==> config.mk <==
export PLATFORM = sky130hd
export DESIGN_NAME = serial_adder
export DESIGN_NICKNAME = d
export VERILOG_FILES = /design/src/rtl/serial_adder.sv
export SDC_FILE = /design/constraint.sdc
export NUM_CORES = 1
export LEC_CHECK = 0
export BUFFER_PORTS_ARGS = -buffer_cell sky130_fd_sc_hd__buf_2
export CAP_MARGIN = 5
export CORE_ASPECT_RATIO = 0.6
export CORE_MARGIN = 2
export CORE_UTILIZATION = 30
export CTS_BUF_LIST = sky130_fd_sc_hd__clkbuf_2
export DETAILED_ROUTE_END_ITERATION = 8
export PLACE_DENSITY_LB_ADDON = 0.15
export SLEW_MARGIN = 5
export SYNTH_ARGS = -nofsm -noshare
export SYNTH_HDL_FRONTEND = slang
export SYNTH_SLANG_ARGS = --single-unit
==> constraint.sdc <==
create_clock -name clk -period 2.1 [get_ports clk]
set_clock_uncertainty 0.15 [all_clocks]
set_input_delay 0.21 -clock clk [delete_from_list [all_inputs] [get_ports clk]]
set_output_delay 0.21 -clock clk [all_outputs]
set_load 0.02 [all_outputs]
==> src/rtl/serial_adder.sv <==
// serial_adder: multi-cycle adder/subtractor processing CHUNK bits per clock, LSB chunk first.
module serial_adder #(
    parameter int WIDTH = 16,
    parameter int CHUNK = 1
) (
    input  logic             clk,
    input  logic             reset,
    input  logic             start,
    input  logic [WIDTH-1:0] a,
    input  logic [WIDTH-1:0] b,
    input  logic             cin,
    input  logic             sub,
    output logic             busy,
    output logic             done,
    output logic [WIDTH-1:0] sum,
    output logic             cout,
    output logic             ovf
);
    localparam int N  = WIDTH / CHUNK;
    localparam int CW = (N > 1) ? $clog2(N) : 1;

    typedef enum logic [1:0] {IDLE, RUN, DONE} state_t;

    state_t           state_q, state_d;
    logic [WIDTH-1:0] a_q, a_d, b_q, b_d, res_q, res_d, sum_q, sum_d;
    logic             carry_q, carry_d, cout_q, cout_d, ovf_q, ovf_d;
    logic [CW-1:0]    cnt_q, cnt_d;
    logic [CHUNK:0]   part;
    logic             last, load;

    assign part = {1'b0, a_q[CHUNK-1:0]} + {1'b0, b_q[CHUNK-1:0]} + {{CHUNK{1'b0}}, carry_q};
    assign last = cnt_q == CW'(N - 1);
    assign load = start && (state_q != RUN);

    always_comb begin
        state_d = state_q;
        a_d     = a_q;
        b_d     = b_q;
        res_d   = res_q;
        sum_d   = sum_q;
        carry_d = carry_q;
        cout_d  = cout_q;
        ovf_d   = ovf_q;
        cnt_d   = cnt_q;
        if (load) begin
            state_d = RUN;
            a_d     = a;
            b_d     = sub ? ~b : b;
            carry_d = sub | cin;
            cnt_d   = '0;
        end else if (state_q == DONE) begin
            state_d = IDLE;
        end else if (state_q == RUN) begin
            a_d     = a_q >> CHUNK;
            b_d     = b_q >> CHUNK;
            res_d   = (res_q >> CHUNK) | (WIDTH'(part[CHUNK-1:0]) << (WIDTH - CHUNK));
            carry_d = part[CHUNK];
            cnt_d   = cnt_q + CW'(1);
            if (last) begin
                state_d = DONE;
                sum_d   = res_d;
                cout_d  = part[CHUNK];
                // carry into the MSB is recovered from that bit's own a^b^sum
                ovf_d   = a_q[CHUNK-1] ^ b_q[CHUNK-1] ^ part[CHUNK-1] ^ part[CHUNK];
                cnt_d   = '0;
            end
        end
    end

    always_ff @(posedge clk) begin
        if (reset) begin
            state_q <= IDLE;
            a_q     <= '0;
            b_q     <= '0;
            res_q   <= '0;
            sum_q   <= '0;
            carry_q <= 1'b0;
            cout_q  <= 1'b0;
            ovf_q   <= 1'b0;
            cnt_q   <= '0;
        end else begin
            state_q <= state_d;
            a_q     <= a_d;
            b_q     <= b_d;
            res_q   <= res_d;
            sum_q   <= sum_d;
            carry_q <= carry_d;
            cout_q  <= cout_d;
            ovf_q   <= ovf_d;
            cnt_q   <= cnt_d;
        end
    end

    assign busy = state_q == RUN;
    assign done = state_q == DONE;
    assign sum  = sum_q;
    assign cout = cout_q;
    assign ovf  = ovf_q;
endmodule

==> impl_metrics.py, run 1 <==
metrics = {
    "yosys": {
        "ys_async_sr_fraction": 0,
        "synth_edf_count": 0,
        "synth_commonest_cells": "72 x dfxtp_1, 35 x a21oi_1, 31 x nor2_1, 30 x nand2_1, 19 x buf_2",
        "synth_top_area_cell": "dfxtp_1",
        "yosysWarnings": 0,
        "synth_nets": 406,
        "netlist_area_um2": 3250,
        "synth_top_cell_area_share": 0.444,
        "yosys.cell_count.top_type": "dfxtp_1",
        "synth_cells": 364,
        "seq_area_frac_synth": 0.444,
        "synth_cell_types": 35,
        "synth.avg_cell_area_um2": 8.92,
        "synth_ff_type": "dfxtp_1",
        "yosys_register_bits": 72,
        "synth_area_leaders": "dfxtp_1 44%, a21oi_1 5.4%, mux2i_1 4.9%, xor2_1 4.6%, o31ai_1 4.2%",
    },
    "sta": {
        "finalCriticalPeriod_ns": 1.95,
        "grt_setup_unrepaired": "no",
        "hold_viol": 0,
        "timing.fmax_ghz": 0.513,
        "finalCritPeriodShare": 0.929,
        "tns_ns": 0,
        "finalSetupViolCount": 0,
        "tightest_slew_ns": 0.705,
        "finalMaxSlewViolations": 0,
        "slew_headroom": 0.530,
    },
    "route": {
        "first_pass_iters": 4,
        "drtAntennaViolNets": 0,
        "wl_per_cell_um": 14.2,
        "drt_iter0_markers": 185,
        "routed_via_density": 4.99,
        "vias": 2939,
        "routed_wl_um": 8380,
        "drc_errors": 0,
    },
    "cts": {
        "clk_latency_ns": 0.53,
        "cts_tree": "built",
        "cts_max_level": 3,
        "path_clk_slew_ns": 0.21,
        "clock_path_buffers": 2,
        "clock_sinks": 72,
        "cts_buffers": 9,
        "cts-root-buf": "clkbuf_2",
    },
    "setup_path": {
        "critical_path_class": "flip-flop to output pin",
        "rr_endpoint": "state_q[1]",
        "worstRegToRegCells": 4,
        "crit_required_ns": 1.74,
        "slowest_stage": "dfxtp_1",
        "timing.critical_path.buf_inv": 3,
        "reg2reg_slack_ns": 0.18,
        "worstReg2RegStart": "state_q[1]",
        "cp-start-kind": "flip-flop",
        "critPathArrivalTime_ns": 1.59,
        "worstPathMaxFanout": 10,
        "path_cells": "inv_1 > ha_2 > buf_4 > buf_2",
        "endpoint_kind": "output pin",
        "cpPeakStageDelay_ns": 0.38,
        "cp_top_family": "buffers and inverters",
    },
    "global_route": {
        "grt.total_usage": 0.146,
        "grt_pass1_wl_um": 13800,
        "grt_max_degree": 46,
        "first_global_vias": 2792,
        "antenna_found_initial": 0,
        "overflow": 0,
    },
    "power_and_ir_drop": {
        "p_sw_frac": 0.314,
        "combPwrFrac": 0.219,
        "p_per_area_nw_per_um2": 709,
        "power_frac_seq": 0.518,
        "total_power_mw": 2.94,
        "p_int_mw": 2.01,
        "p_leak_nw": 1.61,
        "p_switching_mw": 0.921,
        "p_clk_frac": 0.263,
        "irDropWorstVdd_v": 0.000274,
    },
    "final_layout": {
        "drive_above_1_share": 0.200,
        "area_delta_synth_final_pct": 27.4,
        "stdcell_area_um2": 4140,
        "final_nets": 487,
        "diodes": 0,
    },
    "run": {
        "maxCapViolations": 0,
    },
    "min_path": {
        "hold_end": "carry_q",
        "min_path_type": "input pin to flip-flop",
        "hold_path_depth": 3,
        "min_from": "sub",
    },
    "die": {
        "rows": 29,
        "die_w_um": 138,
        "core_um2": 10600,
        "die_y_um": 84.6,
        "initial_core_util": 0.308,
        "top_level_ports": 57,
        "die_area_um2": 11700,
    },
    "placement": {
        "dpl.hpwl_um": 5410,
        "gp_congestion": 0.717,
        "post_dp_cell_area_um2": 3650,
        "portBuffers": 56,
    },
    "outcome": {
        "outcome": "finished, final reports clean",
    },
}
## cells by family after synthesis
group,Yosys count,share of synthesized area
compound gates,93,0.190
simple gates,116,0.173
flops,72,0.444
buf+inv,42,0.0686
mux,16,0.0493
fa+ha+maj,5,0.0216
xor+xnor,20,0.0539
## registers in the layout, summed over array words and instances (netlist names)
| signal | count |
|---|---|
| ovf | 1 |
| res_q | 15 |
| carry_q | 1 |
| cout | 1 |
| cnt_q | 4 |
| a_q | 16 |
| b_q | 16 |
| state_q | 2 |
| sum | 16 |
## what timing repair did
| action | 4_1_cts | 5_1_grt |
|---|---|---|
| setup endpoints to repair | 1 | 2 |
| pin swaps | 0 | 0 |
| hold buffers | 35 | 0 |
| hold endpoints to repair | 41 | 0 |
| buffers inserted | 0 | 2 |
| resized for setup | 3 | 1 |
## area by class of cell
type	instances	area [µm²]
Fill cell	1099	6420
Multi-Input combinational cell	250	1600
Sequential cell	72	1440
Timing Repair Buffer	108	800
Tap cell	139	174
Clock inverter	7	62.6
Clock buffer	9	45.0
Inverter	4	15.0
## placed cells by master, fill, tap and decap left out, types with 4 or more instances in the layout
cell type and instances:
dfxtp_1 72, buf_2 56, a21oi_1 35, dlygate4sd3_1 35, nor2_1 31, nand2_1 30
o31ai_1 18, nand4_1 17, xor2_1 17, nand3_1 16, mux2i_1 16, a311oi_1 13
a22oi_1 13, buf_4 13, nor3_1 10, clkbuf_2 9, clkinv_1 4, o22ai_1 4
## power by group through the flow
stage | combinational, mW | clock (mW) | sequential, mW
global placement | 0.584 | 0 | 1.55
finish | 0.641 | 0.773 | 1.52
detailed placement | 0.589 | 0 | 1.55
global route | 0.715 | 0.854 | 1.53
CTS | 0.646 | 0.811 | 1.52
floorplan | 0.443 | 0 | 1.53
## through the flow
stage,setup WS [ns],hold slack (ns),std cells,utilization
2_1_floorplan,0.409,0.219,364,-
3_3_place_gp,0.324,0.304,536,0.345
3_5_place_dp,0.290,0.309,536,0.345
4_1_cts,0.0648,0.114,587,0.390
5_1_grt,0.0187,0.137,589,0.392
6_report,0.150,0.164,589,0.392
## worst max-delay path by stage
stage	startpoint	endpoint	slack, ns	cells past startpoint
6_report	state_q[1]	busy	0.15	4
5_1_grt	state_q[1]	busy	0.02	4
4_1_cts	state_q[0]	done	0.06	4
3_5_place_dp	state_q[1]	state_q[1]	0.29	4
3_3_place_gp	cnt_q[0]	state_q[1]	0.32	3
2_1_floorplan	state_q[1]	sum[11]	0.41	8
## tightest hold or removal path, delay by kind of cell
kind                   cells  cell delay, ns
AO/OA/AOI/OAI              2            0.37
buffers and inverters      1            0.25
## metal layers
metal	track usage	wire (µm)
met5	0	0
met4	0.0501	112
met3	0.0416	329
met2	0.212	3440
met1	0.207	4500
Power figures use the tool's default switching activity.
==> run 2, diff against run 1 <==
==> constraint.sdc (replaced) <==
create_clock -name clk -period 2.3 [get_ports clk]
set_clock_uncertainty 0.15 [all_clocks]
set_input_delay 0.23 -clock clk [delete_from_list [all_inputs] [get_ports clk]]
set_output_delay 0.23 -clock clk [all_outputs]
set_load 0.02 [all_outputs]
==> run 2 against run 1 <==
  * Die area did not move
  * Wire length grew 0.68%
  * Clock-buffer cell count unchanged
  * Largest power group unchanged
  * Critical path type unchanged
  * Combinational power shrank 10%
==> impl_metrics.py, run 2 (synthesis gave the netlist of run 1 again) <==
metrics = {
    "outcome": {
        "outcome": "finished, final reports clean",
    },
    "sta": {
        "hold_viol": 0,
        "tns_ns": 0,
        "finalCritPeriodShare": 0.871,
        "finalSetupViolCount": 0,
        "grt_setup_unrepaired": "no",
        "finalMaxSlewViolations": 0,
        "finalCriticalPeriod_ns": 2.00,
        "tightest_slew_ns": 0.706,
        "timing.fmax_ghz": 0.499,
        "slew_headroom": 0.529,
    },
    "power_and_ir_drop": {
        "total_power_mw": 2.63,
        "irDropWorstVdd_v": 0.000222,
        "p_per_area_nw_per_um2": 649,
        "p_leak_nw": 1.58,
    },
    "route": {
        "routed_wl_um": 8440,
        "drc_errors": 0,
        "routed_via_density": 4.98,
        "vias": 2904,
        "wl_per_cell_um": 14.5,
        "drtAntennaViolNets": 0,
        "drt_iter0_markers": 240,
        "first_pass_iters": 4,
    },
    "placement": {
        "post_dp_cell_area_um2": 3610,
        "dpl.hpwl_um": 5170,
        "gp_congestion": 0.695,
        "portBuffers": 56,
    },
    "die": {
        "die_y_um": 84.6,
        "die_area_um2": 11700,
        "rows": 29,
        "top_level_ports": 57,
        "die_w_um": 138,
        "core_um2": 10600,
        "initial_core_util": 0.308,
    },
    "final_layout": {
        "final_nets": 483,
        "layout_common_cells": "72 x dfxtp_1, 56 x buf_2, 35 x a21oi_1, 34 x dlygate4sd3_1, 31 x nor2_1",
        "diodes": 0,
        "stdcell_area_um2": 4050,
        "final_common_cell": "dfxtp_1",
        "area_delta_synth_final_pct": 24.7,
        "nFillCells": 1106,
        "drive_above_1_share": 0.187,
    },
    "min_path": {
        "min_path_type": "input pin to flip-flop",
        "hold_path_depth": 2,
    },
    "global_route": {
        "grt.total_usage": 0.148,
        "antenna_found_initial": 0,
        "grt_max_degree": 46,
        "overflow": 0,
        "first_global_vias": 2812,
        "grt_pass1_wl_um": 13800,
    },
    "cts": {
        "clk_latency_ns": 0.52,
        "cts_max_level": 3,
        "cts_tree": "built",
        "cts-root-buf": "clkbuf_2",
        "cts_buffers": 9,
        "clock_path_buffers": 2,
        "clock_sinks": 72,
        "path_clk_slew_ns": 0.20,
        "post_cts_buffers": 0,
    },
    "run": {
        "maxCapViolations": 0,
    },
    "setup_path": {
        "critical_path_class": "flip-flop to output pin",
        "reg2reg_slack_ns": 0.38,
        "endpoint_kind": "output pin",
        "critPathArrivalTime_ns": 1.62,
        "worstRegToRegCells": 6,
        "crit_required_ns": 1.92,
        "cp-start-kind": "flip-flop",
        "worstPathMaxFanout": 21,
    },
}
[run 2: area by class of cell]
class	count	area (µm²)	area share
clock buffers	9	45.0	0.0111
clock inverters	5	50.0	0.0124
inverters	4	15.0	0.00371
multi-input cells	250	1590	0.392
flip-flops and latches	72	1440	0.356
well taps	139	174	0.0429
repair buffers	104	738	0.182
[run 2: final timing paths]
| kind | startpoint | endpoint |
|---|---|---|
| setup / recovery | state_q[0] | done |
| hold / removal | reset | res_q[8] |
| setup reg to reg | state_q[1] | a_q[7] |
| hold reg to reg | b_q[15] | b_q[15] |
[run 2: timing repair]
action                                 CTS  global route
hold buffers                            34             0
setup endpoints to repair                0             0
endpoints found under the hold margin   36             0
resized for setup                        0             0
[run 2: where the power goes]
group	switching [mW]	total, mW	leakage (nW)	internal (mW)
clock	0.437	0.668	0.0603	0.231
combinational	0.330	0.575	0.932	0.246
sequential	0.0503	1.39	0.587	1.34
total	0.816	2.63	1.58	1.81
[run 2: critical path, cell delays in order, from the launching register on]
cell	delay (ns)
dfxtp_1	0.36
inv_1	0.08
ha_1	0.18
buf_4	0.27
buf_2	0.23
[run 2: per-stage QoR]
stage | worst slack [ns] | utilization | instances | hold WS, ns
floorplan | 0.609 | - | 364 | 0.239
global placement | 0.454 | 0.342 | 535 | 0.305
detailed placement | 0.398 | 0.342 | 535 | 0.309
CTS | 0.217 | 0.384 | 583 | 0.0122
global route | 0.111 | 0.384 | 583 | 0.0169
finish | 0.297 | 0.384 | 583 | 0.0786
[run 2: layer usage]
layer | wire length [µm] | vias up | track usage
li1 | - | 1471 | -
met1 | 4440 | 1368 | 0.202
met2 | 3590 | 58 | 0.226
met3 | 330 | 7 | 0.0525
met4 | 74 | 0 | 0.0334
met5 | 0 | - | 0
==> run 3, diff against run 2 <==
--- a/config.mk
+++ b/config.mk
@@ -17,3 +17,4 @@
 export SYNTH_ARGS = -nofsm -noshare
 export SYNTH_HDL_FRONTEND = slang
 export SYNTH_SLANG_ARGS = --single-unit
+export TNS_END_PERCENT = 30
==> constraint.sdc (replaced) <==
create_clock -name clk -period 2.2 [get_ports clk]
set_clock_uncertainty 0.15 [all_clocks]
set_input_delay 0.22 -clock clk [delete_from_list [all_inputs] [get_ports clk]]
set_output_delay 0.22 -clock clk [all_outputs]
set_load 0.02 [all_outputs]
==> run 3 against run 2 <==
  * Clock power is 8.2% higher
  * Critical path depth stayed put
  * Worst hold slack better by 0.035 ns
  * Sequential power is 4% higher
  * Die area stayed put
  * Wire length is 1.7% lower
==> impl_metrics.py, run 3 (synthesis gave the netlist of run 1 again) <==
metrics = {
    "outcome": {
        "outcome": "finished, final reports clean",
    },
    "die": {
        "die_y_um": 84.6,
        "core_um2": 10600,
        "top_level_ports": 57,
        "initial_core_util": 0.308,
        "die_area_um2": 11700,
        "rows": 29,
        "die_w_um": 138,
    },
    "global_route": {
        "first_global_vias": 2831,
        "grt_max_degree": 46,
        "antenna_found_initial": 0,
        "global_route.usage.met2": 0.214,
        "overflow": 0,
        "busiest_layer": "met2",
        "gr-usage-met1": 0.197,
        "grt.total_usage": 0.144,
        "grt_pass1_wl_um": 13600,
        "grtUsageMet3": 0.0422,
    },
    "setup_path": {
        "rr_endpoint": "a_q[10]",
        "cpPeakStageDelay_ns": 0.39,
        "slowest_stage": "dfxtp_1",
        "endpoint_kind": "output pin",
        "critical_path_class": "flip-flop to output pin",
        "crit_required_ns": 1.83,
        "worstRegToRegCells": 6,
        "worstReg2RegStart": "state_q[1]",
        "reg2reg_slack_ns": 0.40,
        "worstPathMaxFanout": 8,
        "path_cells": "inv_1 > ha_1 > buf_4 > buf_2",
        "critPathArrivalTime_ns": 1.53,
        "cp-start-kind": "flip-flop",
    },
    "sta": {
        "timing.fmax_ghz": 0.526,
        "tns_ns": 0,
        "finalMaxSlewViolations": 0,
        "hold_viol": 0,
        "finalSetupViolCount": 0,
        "finalCritPeriodShare": 0.865,
        "slew_headroom": 0.450,
        "tightest_slew_ns": 0.824,
        "grt_setup_unrepaired": "no",
        "finalCriticalPeriod_ns": 1.90,
        "final.setup.worst_slack_ns": 0.297,
    },
    "route": {
        "drtAntennaViolNets": 0,
        "wl_per_cell_um": 14.2,
        "first_pass_iters": 4,
        "vias": 2936,
        "drc_errors": 0,
        "routed_wl_um": 8290,
        "routed_via_density": 5.01,
        "drt_iter0_markers": 197,
    },
    "power_and_ir_drop": {
        "p_int_mw": 1.93,
        "p_per_area_nw_per_um2": 678,
        "total_power_mw": 2.78,
        "irDropWorstVdd_v": 0.000346,
        "p_clk_frac": 0.260,
        "power_frac_seq": 0.522,
        "p_leak_nw": 1.60,
        "p_sw_frac": 0.307,
        "p_switching_mw": 0.853,
        "combPwrFrac": 0.218,
    },
    "final_layout": {
        "area_delta_synth_final_pct": 26.1,
        "multiInputGateArea_um2": 1590,
        "seqCellArea_um2": 1440,
        "drive_above_1_share": 0.197,
        "final_nets": 485,
        "nFillCells": 1105,
        "final_common_cell": "dfxtp_1",
        "diodes": 0,
        "instances_no_fill": 586,
        "layout_common_cells": "72 x dfxtp_1, 56 x buf_2, 35 x a21oi_1, 34 x dlygate4sd3_1, 31 x nor2_1",
        "stdcell_area_um2": 4100,
    },
    "placement": {
        "place_ws_ns": 0.417,
        "dpl.hpwl_um": 5220,
        "gp_congestion": 0.708,
        "post_dp_cell_area_um2": 3650,
        "portBuffers": 56,
        "post-place-cells": 537,
    },
    "cts": {
        "clock_sinks": 72,
        "cts-root-buf": "clkbuf_2",
        "clock_path_buffers": 2,
        "clk_latency_ns": 0.52,
        "post_cts_buffers": 0,
        "path_clk_slew_ns": 0.19,
        "cts_tree": "built",
        "cts_buffers": 9,
        "cts_max_level": 3,
    },
    "min_path": {
        "hold_end": "res_q[14]",
        "min_from": "reset",
        "hold_path_depth": 2,
        "min_path_type": "input pin to flip-flop",
    },
    "run": {
        "maxCapViolations": 0,
    },
}
## run 3: area by class of cell
cell class / count / share of cell area
multi-input combinational: 250 / 0.387
sequential: 72 / 0.352
timing repair buffer: 106 / 0.190
tap: 139 / 0.0425
clock buffer: 11 / 0.0134
clock inverter: 4 / 0.0113
inverter: 4 / 0.00367
## run 3: metal layers
| metal | part of all wire | routed length [µm] | vias to the layer above |
|---|---|---|---|
| met2 | 0.42 | 3440 | 65 |
| met4 | 0.021 | 178 | 0 |
| met3 | 0.036 | 299 | 16 |
| met5 | 0 | 0 | - |
| met1 | 0.53 | 4370 | 1382 |
| li1 | - | - | 1473 |
## run 3: worst max path at each step
stage,slack [ns],end,cells after the start,startpoint
after floorplan,0.51,sum[11],8,state_q[1]
after global placement,0.45,a_q[2],6,state_q[1]
after detailed placement,0.42,a_q[14],6,state_q[1]
after CTS,0.24,done,4,state_q[0]
after global routing,0.16,done,4,state_q[0]
final,0.30,done,4,state_q[0]
## run 3: per-stage QoR
step | hold WS (ns) | utilization
floorplan | 0.229 | -
global placement | 0.302 | 0.346
detailed placement | 0.310 | 0.346
CTS | 0.0899 | 0.388
global route | 0.0980 | 0.388
finish | 0.114 | 0.388
## run 3: power groups by stage
stage | clock (mW) | sequential (mW) | combinational, mW
floorplan | 0 | 1.46 | 0.423
global placement | 0 | 1.47 | 0.558
detailed placement | 0 | 1.48 | 0.556
CTS | 0.755 | 1.45 | 0.607
global route | 0.814 | 1.46 | 0.671
finish | 0.723 | 1.45 | 0.606
## run 3: repair_timing
| item | CTS | global route |
|---|---|---|
| gates resized for setup | 0 | 0 |
| hold buffers | 34 | 0 |
| hold endpoints to repair | 36 | 0 |
## run 3: critical path: cells and delay by family, from the launching register on
family / cells / cell delay, ns
buffers and inverters: 3 / 0.40
adder cells (fa/ha/maj): 1 / 0.23
flip-flops: 1 / 0.39
